--- config.mk ---
export PLATFORM = sky130hd
export DESIGN_NAME = joypad_port_sequencer_flat
export DESIGN_NICKNAME = d
export VERILOG_FILES = /design/src/rtl/joypad_port_sequencer_pkg.sv /design/src/rtl/joypad_port_sequencer_if.sv /design/src/rtl/joypad_port_sequencer_shift.sv /design/src/rtl/joypad_port_sequencer.sv /design/src/flat_wrapper.sv
export SDC_FILE = /design/constraint.sdc
export NUM_CORES = 1
export LEC_CHECK = 0
export CORE_MARGIN = 2
export CORE_UTILIZATION = 38
export DETAILED_ROUTE_END_ITERATION = 10
export GPL_TIMING_DRIVEN = 0
export PLACE_DENSITY = 0.6
export SLEW_MARGIN = 20
export SYNTH_ARGS = -nofsm -noshare
export SYNTH_HDL_FRONTEND = slang
export SYNTH_HIERARCHICAL = 1
export SYNTH_SLANG_ARGS = --single-unit
export TNS_END_PERCENT = 10
--- constraint.sdc ---
create_clock -name i_clk -period 2.2 [get_ports i_clk]
set_input_delay 0.33 -clock i_clk [delete_from_list [all_inputs] [get_ports i_clk]]
set_output_delay 0.33 -clock i_clk [all_outputs]
set_load 0.02 [all_outputs]
--- src/rtl/joypad_port_sequencer_pkg.sv ---
// Shared NES joypad definitions: register addresses, button bit order, and per-port sequencer states.
package nes_pkg;
  localparam logic [15:0] JOY1_ADDR = 16'h4016;
  localparam logic [15:0] JOY2_ADDR = 16'h4017;

  typedef enum logic [2:0] {
    BTN_A, BTN_B, BTN_SELECT, BTN_START, BTN_UP, BTN_DOWN, BTN_LEFT, BTN_RIGHT
  } btn_e;

  typedef enum logic [1:0] {IDLE, LOAD, SHIFT} joy_state_e;

  // Bit counter saturates once the shift register is fully filled.
  function automatic logic [3:0] sat_inc8(input logic [3:0] cnt);
    return (cnt >= 4'd8) ? 4'd8 : cnt + 4'd1;
  endfunction
endpackage

--- src/rtl/joypad_port_sequencer_if.sv ---
// CPU-bus and NIOS keycode signals for the joypad sequencer.
interface joypad_port_sequencer_if;
  logic       cs_4016;
  logic       cs_4017;
  logic       rden;
  logic       wren;
  logic [7:0] data_in;
  logic [7:0] open_bus_in;
  logic [7:0] kc_p1;
  logic [7:0] kc_p2;
  logic       kc_valid;
  logic [7:0] data_out;
  logic       strobe_out;

  modport master (
    output cs_4016, cs_4017, rden, wren, data_in, open_bus_in, kc_p1, kc_p2, kc_valid,
    input  data_out, strobe_out
  );

  modport slave (
    input  cs_4016, cs_4017, rden, wren, data_in, open_bus_in, kc_p1, kc_p2, kc_valid,
    output data_out, strobe_out
  );
endinterface

--- src/rtl/joypad_port_sequencer_shift.sv ---
// One joypad port: strobe-driven parallel load, then one shift per read pulse with fill-bit backfill.
module joypad_shift
  import nes_pkg::*;
#(
  parameter logic FILL_BIT = 1'b1
) (
  input  logic       i_clk,
  input  logic       i_reset,
  input  logic       i_strobe,
  input  logic [7:0] i_snap,
  input  logic       i_rd_pulse,
  output logic       o_read_bit
);
  joy_state_e r_state, w_state_nxt;
  logic [7:0] r_sr, w_sr_nxt;
  logic [3:0] r_cnt, w_cnt_nxt;

  always_ff @(posedge i_clk) begin
    if (i_reset) begin
      r_state <= IDLE;
      r_sr    <= 8'h00;
      r_cnt   <= 4'd0;
    end else begin
      r_state <= w_state_nxt;
      r_sr    <= w_sr_nxt;
      r_cnt   <= w_cnt_nxt;
    end
  end

  always_comb begin
    w_state_nxt = r_state;
    w_sr_nxt    = r_sr;
    w_cnt_nxt   = r_cnt;
    case (r_state)
      IDLE: begin
        w_sr_nxt = 8'h00;
        if (i_strobe) w_state_nxt = LOAD;
      end
      LOAD: begin
        w_sr_nxt  = i_snap;
        w_cnt_nxt = 4'd0;
        if (!i_strobe) w_state_nxt = SHIFT;
      end
      SHIFT: begin
        if (i_rd_pulse) begin
          w_sr_nxt  = {FILL_BIT, r_sr[7:1]};
          w_cnt_nxt = sat_inc8(r_cnt);
        end
        if (i_strobe) w_state_nxt = LOAD;
      end
      default: w_state_nxt = IDLE;
    endcase
  end

  // While loading, sr trails the snapshot by a cycle, so read button A straight from it.
  assign o_read_bit = (r_state == LOAD) ? i_snap[BTN_A] : r_sr[0];
endmodule

--- src/rtl/joypad_port_sequencer.sv ---
// $4016/$4017 joypad front end: access edge detect, strobe latch, keycode snapshots, read-data mux.
module joypad_port_sequencer
  import nes_pkg::*;
#(
  parameter logic       FILL_BIT      = 1'b1,
  parameter logic [7:0] OPEN_BUS_MASK = 8'hE0
) (
  input logic                   i_clk,
  input logic                   i_reset,
  joypad_port_sequencer_if.slave io_bus
);
  logic       r_rd1_q, r_rd2_q, r_wr_q;
  logic       r_strobe;
  logic [7:0] r_snap_p1, r_snap_p2;
  logic [7:0] r_data_out;
  logic       w_rd1_lvl, w_rd2_lvl, w_wr_lvl;
  logic       w_rd1_pulse, w_rd2_pulse, w_wr_pulse;
  logic       w_bit_p1, w_bit_p2;
  logic [7:0] w_ob_bits;

  assign w_rd1_lvl   = io_bus.rden & io_bus.cs_4016;
  assign w_rd2_lvl   = io_bus.rden & io_bus.cs_4017;
  assign w_wr_lvl    = io_bus.wren & io_bus.cs_4016;
  assign w_rd1_pulse = w_rd1_lvl & ~r_rd1_q;
  assign w_rd2_pulse = w_rd2_lvl & ~r_rd2_q;
  assign w_wr_pulse  = w_wr_lvl & ~r_wr_q;
  assign w_ob_bits   = io_bus.open_bus_in & OPEN_BUS_MASK & 8'hFE;

  // Reads sample sr before any strobe change from the same RMW cycle takes effect.
  always_ff @(posedge i_clk) begin
    if (i_reset) begin
      r_rd1_q    <= 1'b0;
      r_rd2_q    <= 1'b0;
      r_wr_q     <= 1'b0;
      r_strobe   <= 1'b0;
      r_snap_p1  <= 8'h00;
      r_snap_p2  <= 8'h00;
      r_data_out <= 8'h00;
    end else begin
      r_rd1_q <= w_rd1_lvl;
      r_rd2_q <= w_rd2_lvl;
      r_wr_q  <= w_wr_lvl;
      if (w_wr_pulse) r_strobe <= io_bus.data_in[0];
      if (io_bus.kc_valid) begin
        r_snap_p1 <= io_bus.kc_p1;
        r_snap_p2 <= io_bus.kc_p2;
      end
      if (w_rd1_pulse)      r_data_out <= w_ob_bits | {7'b0, w_bit_p1};
      else if (w_rd2_pulse) r_data_out <= w_ob_bits | {7'b0, w_bit_p2};
    end
  end

  joypad_shift #(.FILL_BIT(FILL_BIT)) u_p1 (
    .i_clk      (i_clk),
    .i_reset    (i_reset),
    .i_strobe   (r_strobe),
    .i_snap     (r_snap_p1),
    .i_rd_pulse (w_rd1_pulse),
    .o_read_bit (w_bit_p1)
  );

  joypad_shift #(.FILL_BIT(FILL_BIT)) u_p2 (
    .i_clk      (i_clk),
    .i_reset    (i_reset),
    .i_strobe   (r_strobe),
    .i_snap     (r_snap_p2),
    .i_rd_pulse (w_rd2_pulse),
    .o_read_bit (w_bit_p2)
  );

  assign io_bus.data_out   = r_data_out;
  assign io_bus.strobe_out = r_strobe;
endmodule

--- src/flat_wrapper.sv ---
// flat-port wrapper written by rule: the top's interface ports become plain ports
module joypad_port_sequencer_flat import nes_pkg::*;
#(
  parameter logic       FILL_BIT      = 1'b1,
  parameter logic [7:0] OPEN_BUS_MASK = 8'hE0
)
  (i_clk, i_reset, io_bus_cs_4016, io_bus_cs_4017, io_bus_rden, io_bus_wren, io_bus_data_in, io_bus_open_bus_in, io_bus_kc_p1, io_bus_kc_p2, io_bus_kc_valid, io_bus_data_out, io_bus_strobe_out);
  joypad_port_sequencer_if io_bus_i ();
  input logic i_clk;
  input logic i_reset;
  input wire logic [$bits(io_bus_i.cs_4016)-1:0] io_bus_cs_4016;
  input wire logic [$bits(io_bus_i.cs_4017)-1:0] io_bus_cs_4017;
  input wire logic [$bits(io_bus_i.rden)-1:0] io_bus_rden;
  input wire logic [$bits(io_bus_i.wren)-1:0] io_bus_wren;
  input wire logic [$bits(io_bus_i.data_in)-1:0] io_bus_data_in;
  input wire logic [$bits(io_bus_i.open_bus_in)-1:0] io_bus_open_bus_in;
  input wire logic [$bits(io_bus_i.kc_p1)-1:0] io_bus_kc_p1;
  input wire logic [$bits(io_bus_i.kc_p2)-1:0] io_bus_kc_p2;
  input wire logic [$bits(io_bus_i.kc_valid)-1:0] io_bus_kc_valid;
  output wire logic [$bits(io_bus_i.data_out)-1:0] io_bus_data_out;
  output wire logic [$bits(io_bus_i.strobe_out)-1:0] io_bus_strobe_out;
  assign io_bus_i.cs_4016 = io_bus_cs_4016;
  assign io_bus_i.cs_4017 = io_bus_cs_4017;
  assign io_bus_i.rden = io_bus_rden;
  assign io_bus_i.wren = io_bus_wren;
  assign io_bus_i.data_in = io_bus_data_in;
  assign io_bus_i.open_bus_in = io_bus_open_bus_in;
  assign io_bus_i.kc_p1 = io_bus_kc_p1;
  assign io_bus_i.kc_p2 = io_bus_kc_p2;
  assign io_bus_i.kc_valid = io_bus_kc_valid;
  assign io_bus_data_out = io_bus_i.data_out;
  assign io_bus_strobe_out = io_bus_i.strobe_out;
  joypad_port_sequencer #(.FILL_BIT(FILL_BIT), .OPEN_BUS_MASK(OPEN_BUS_MASK)) u_core (.i_clk(i_clk), .i_reset(i_reset), .io_bus(io_bus_i));
endmodule
==> results.ini, run 1 <==
[sta]
slew_violations = 0
min_period_ns = 1.79
clock_skew_ns = 0.00483
slew_headroom_pct = 62.0
fin_hold_ws_ns = 0.374
setup_violations = 0
worst_pin_slew_ns = 0.570
period_share_pct = 81.2
hold_viol = 0
rsz0062_at_grt = false
fin_setup_tns_ns = 0
fmax_mhz = 560

[cts]
max-clock-path-buffers = 2
cts_hold_buf = 0
insertion_delay_ns = 0.30
clkSinkCount = 44
cts-buffers-inserted = 5
cts_resized = 0
cts_root_buffer = clkbuf_8
cts_tree = done
cts_setup_buffers = 0
htreeDepth = 2
clk_pin_slew_ns = 0.08

[yosys]
synth-warning-count = 6
avgSynthCellArea_um2 = 10.8
synth-async-reset-ratio_pct = 0
synth_cell_types = 33
synthesis.area_mm2 = 0.00209
synth_edf_count = 0
synth_cells = 194
ys_seq_area_share_pct = 42.2
ys.flop_type = dfxtp_1
synth_seq_cells = 44

[place]
dp_hpwl_um = 2760
gp_congestion = 0.700
port_buffers = 30
postPlaceCellArea_mm2 = 0.00249

[finish]
layout_commonest_cell = dfxtp_1
final_area_mm2 = 0.00261
final_cell_mix = dfxtp_1 (44), clkdlybuf4s50_1 (30), nor2_1 (20), mux2i_1 (20), o2bb2ai_2 (16)
syn_to_final_growth_pct = 24.9
fill_cells = 504
final_util_pct = 50.1
antenna_cells = 0
drive_gt1_share_pct = 19.1
final_nets = 283

[grt]
grt_pass1_wl_um = 6770
grt-ovfl-total = 0
grt_antenna_before_repair = 0
grt_max_degree = 15
grt_usage_pct = 14.2
grt_pass1_vias = 1482

[power]
leakage_nw = 1.00
p_per_area_mw_per_mm2 = 647
irDropWorstVdd_mv = 0.273

[worst_setup_path]
critPathSlowestCell = clkdlybuf4s50_1
cp_cell_sequence = clkdlybuf4s50_1
cp_max_fo = 8
crit_arrival_ns = 1.46
cp-end-kind = primary output
criticalPathCategory = reg -> out
max_stage_delay_ns = 0.67
cp_top_family = buffers and inverters
crit_buf_inv = 1
required_ns = 1.87
startpoint_type = flip-flop

[floorplanning]
dieWidth_um = 78.1
core_area_mm2 = 0.00520
fp.dieH_um = 78.1
die-area_mm2 = 0.00610
io_pins = 48
start_util_pct = 40.1
fp-row-count = 26

[flow_run]
maxCapViolCount = 0

[detailed_routing]
antenna_left = 0
drc = 0
vias = 1497
vias_per_cell = 4.91
firstDrtPassIters = 4
wire_per_inst_um = 13.3
drtIter0Drc = 56
wl_um = 4040

[outcome]
status = completed

[min_path]
min_path_type = in -> reg

Yosys cell counts (3+ instances only):
master	n	area [um2]
nor2b_1	4	25.0
nor2_1	20	75.1
o2bb2ai_2	16	240
a211o_1	3	26.3
inv_1	5	18.8
buf_4	5	37.5
clkbuf_1	4	15.0
a22oi_1	14	105
ha_1	10	125
mux2i_1	20	200
a21oi_1	5	25.0
o21ai_0	5	25.0
nand2_1	10	37.5
dfxtp_1	44	881
buf_6	3	33.8
worst paths after layout:
path / slack, ns / startpoint / endpoint / depth (start not counted)
max: 0.41 / u_core/io_bus.strobe_out$_SDFFE_PP0P_ / io_bus_strobe_out / 1
min: 0.37 / io_bus_kc_valid / u_core/r_snap_p1[7]$_SDFFE_PP0P_ / 3
max reg2reg: 0.45 / u_core/u_p2/r_state[1]$_SDFFE_PP0P_ / u_core/io_bus.data_out[0]$_SDFFE_PP0P_ / 6
min reg2reg: 0.46 / u_core/io_bus.data_out[6]$_SDFFE_PP0P_ / u_core/io_bus.data_out[6]$_SDFFE_PP0P_ / 2
metrics by stage:
step	setup slack (ns)	cells	power (mW)
global route	0.318	305	1.77
finish	0.414	305	1.69
CTS	0.377	305	1.72
global placement	0.118	297	1.05
detailed placement	0.103	297	1.05
floorplan	0.644	197	0.970
routing by layer:
metal  track usage (%)  vias to the layer above  wire [um]
met3              3.68                        9        215
met4              7.02                        0         97
met1              18.2                      688       1970
li1                  -                      764          -
met5                 0                        -          0
met2              22.0                       36       1760
final cells by class:
cell class | instances | area [um2] | share of cell area [%]
timing repair buffer | 30 | 300 | 11.5
sequential | 44 | 881 | 33.8
buffer | 16 | 104 | 3.98
clock buffer | 6 | 82.6 | 3.17
clock inverter | 2 | 38.8 | 1.49
tap | 70 | 87.6 | 3.36
inverter | 6 | 22.5 | 0.863
multi-input combinational | 131 | 1090 | 41.9
kinds of logic (layout without fill, tap and decap cells):
group,count (synthesis),in the layout,share of synthesized area [%]
AO/OA/AOI/OAI,50,50,23.1
AND/OR/NAND/NOR,45,45,11.9
flip-flops,44,44,42.2
multiplexers,22,22,10.7
buffers and inverters,22,60,6.05
adder cells (fa/ha/maj),10,10,5.99
other,1,4,0.180
sequential cells by signal, indices dropped and copies added (netlist names):
signal                    cells
u_core/r_wr_q                 1
u_core/u_p2/r_sr              8
u_core/r_snap_p1              8
u_core/u_p1/r_state           2
u_core/r_snap_p2              8
u_core/u_p1/r_sr              8
u_core/r_rd2_q                1
u_core/u_p2/r_state           2
u_core/io_bus.data_out        4
u_core/io_bus.strobe_out      1
u_core/r_rd1_q                1
where the power goes:
group	internal (mW)	switching (mW)
clock network	0.371	0.284
registers	0.823	0.0179
logic	0.102	0.0910
total	1.30	0.392
Power figures use the tool's default switching activity.
==> run 2: changes to the inputs <==
==> constraint.sdc (replaced) <==
create_clock -name i_clk -period 1.85 [get_ports i_clk]
set_input_delay 0.2775 -clock i_clk [delete_from_list [all_inputs] [get_ports i_clk]]
set_output_delay 0.2775 -clock i_clk [all_outputs]
set_load 0.02 [all_outputs]
==> run 2 against run 1 <==
Compared with the run above: cell area about the same; sequential power rose by 19%; via count is 0.33% lower; first-iteration DRC count fell by 3.6%; cell count did not move; largest cell class unchanged.
==> results.ini, run 2 (synthesis results as in run 1) <==
[outcome]
status = completed

[finish]
final_nets = 283  ; unchanged
syn_to_final_growth_pct = 25.0  ; about the same
fill_cells = 506  ; +0.40%
antenna_cells = 0  ; unchanged
final_util_pct = 50.1  ; about the same
final_cell_mix = dfxtp_1 (44), clkdlybuf4s50_1 (30), nor2_1 (20), mux2i_1 (20), o2bb2ai_2 (16)
drive_gt1_share_pct = 19.6  ; +0.43 points
layout_commonest_cell = dfxtp_1

[detailed_routing]
wire_per_inst_um = 13.3  ; about the same
vias = 1492  ; -0.33%
wl_um = 4050  ; about the same
drc = 0  ; unchanged
firstDrtPassIters = 4  ; unchanged
antenna_left = 0  ; unchanged
vias_per_cell = 4.89  ; -0.33%
drtIter0Drc = 54  ; -3.6%

[cts]
htreeDepth = 2  ; unchanged
cts_root_buffer = clkbuf_8
cts-buffers-inserted = 5  ; unchanged
clk_pin_slew_ns = 0.09  ; about the same
cts_tree = done
cts_hold_buf = 0  ; unchanged
insertion_delay_ns = 0.30  ; about the same
max-clock-path-buffers = 2  ; unchanged
cts_setup_buffers = 0  ; unchanged
clkSinkCount = 44  ; unchanged
cts_resized = 0  ; unchanged

[worst_setup_path]
cp_max_fo = 8  ; unchanged
crit_arrival_ns = 1.97  ; +0.51 ns
startpoint_type = input port
cp-end-kind = flip-flop
required_ns = 2.09  ; +0.22 ns
criticalPathCategory = in -> reg

[sta]
slew_violations = 0  ; unchanged
fin_setup_tns_ns = 0  ; unchanged
worst_slack_ns = 0.117  ; -0.297 ns
min_period_ns = 1.73
rsz0062_at_grt = false
fmax_mhz = 577
setup_violations = 0  ; unchanged
worst_pin_slew_ns = 0.570  ; -0.000000358 ns
hold_viol = 0  ; unchanged
slew_headroom_pct = 62.0  ; unchanged
period_share_pct = 93.7
clock_skew_ns = 0.00483  ; -0.0000000200 ns

[grt]
grt_usage_pct = 14.2  ; unchanged
grt_pass1_vias = 1482  ; unchanged
grt_antenna_before_repair = 0  ; unchanged
grt_max_degree = 15  ; unchanged
grt_pass1_wl_um = 6770  ; unchanged
grt-ovfl-total = 0  ; unchanged

[floorplanning]
fp.dieH_um = 78.1  ; unchanged
start_util_pct = 40.1  ; unchanged
core_area_mm2 = 0.00520  ; unchanged
fp-row-count = 26  ; unchanged
dieWidth_um = 78.1  ; unchanged
io_pins = 48  ; unchanged
die-area_mm2 = 0.00610  ; unchanged

[power]
irDropWorstVdd_mv = 0.324  ; +19%
leakage_nw = 1.01  ; +0.34%
p_per_area_mw_per_mm2 = 770  ; +19%
finalPower_mw = 2.01  ; +19%

[place]
dp_hpwl_um = 2760  ; unchanged
port_buffers = 30  ; unchanged
pre_cts_slack_ns = -0.195  ; -0.298 ns
gp_congestion = 0.700  ; unchanged

[min_path]
min_path_type = in -> reg

[flow_run]
maxCapViolCount = 0  ; unchanged

run 2: cell counts in the layout (fill, tap and decap cells not counted):
No cell type changed its count.
run 2: worst paths after layout:
kind / startpoint / end / slack [ns] / cells past startpoint
worst min register to register: u_core/io_bus.data_out[6]$_SDFFE_PP0P_ / u_core/io_bus.data_out[6]$_SDFFE_PP0P_ / 0.46 / 2
worst min-delay path: io_bus_kc_valid / u_core/r_snap_p1[7]$_SDFFE_PP0P_ / 0.32 / 3
worst max-delay path: io_bus_rden / u_core/u_p1/r_sr[5]$_SDFFE_PP0P_ / 0.12 / 7
worst max register to register: u_core/u_p1/r_state[1]$_SDFFE_PP0P_ / u_core/io_bus.data_out[0]$_SDFFE_PP0P_ / 0.12 / 6
run 2: metal layers:
| metal | global-route usage, % | wire length [um] | vias to the layer above |
|---|---|---|---|
| met5 | 0 | 0 | - |
| met4 | 7.02 | 97 | 0 |
| met3 | 3.68 | 217 | 9 |
| met2 | 22.0 | 1760 | 36 |
| met1 | 18.2 | 1970 | 683 |
| li1 | - | - | 764 |
run 2: worst max-delay path: stages:
cell and delay, ns:
clkdlybuf4s50_1 0.54, clkinv_1 0.13, nor2_1 0.20, nor2b_4 0.06
or4b_4 0.48, buf_6 0.16, o2bb2ai_2 0.12
run 2: final cells by class:
class	count	area (um2)	area share (%)
Multi-Input combinational cell	131	1090	41.9
Sequential cell	44	881	33.7
Timing Repair Buffer	30	300	11.5
Buffer	16	105	4.03
Tap cell	70	87.6	3.36
Clock buffer	6	82.6	3.16
Clock inverter	2	38.8	1.49
Inverter	6	22.5	0.863
run 2: power breakdown:
group / internal [mW] / switching, mW / leakage [nW]
Combinational: 0.122 / 0.108 / 0.587
Clock: 0.442 / 0.339 / 0.0614
Sequential: 0.978 / 0.0212 / 0.359
run 2: through the flow:
stage	area, um2	instances	hold slack [ns]
3_3_place_gp	2490	297	0.450
4_1_cts	2610	305	0.313
5_1_grt	2610	305	0.340
3_5_place_dp	2490	297	0.447
2_1_floorplan	2100	197	0.347
6_report	2610	305	0.320
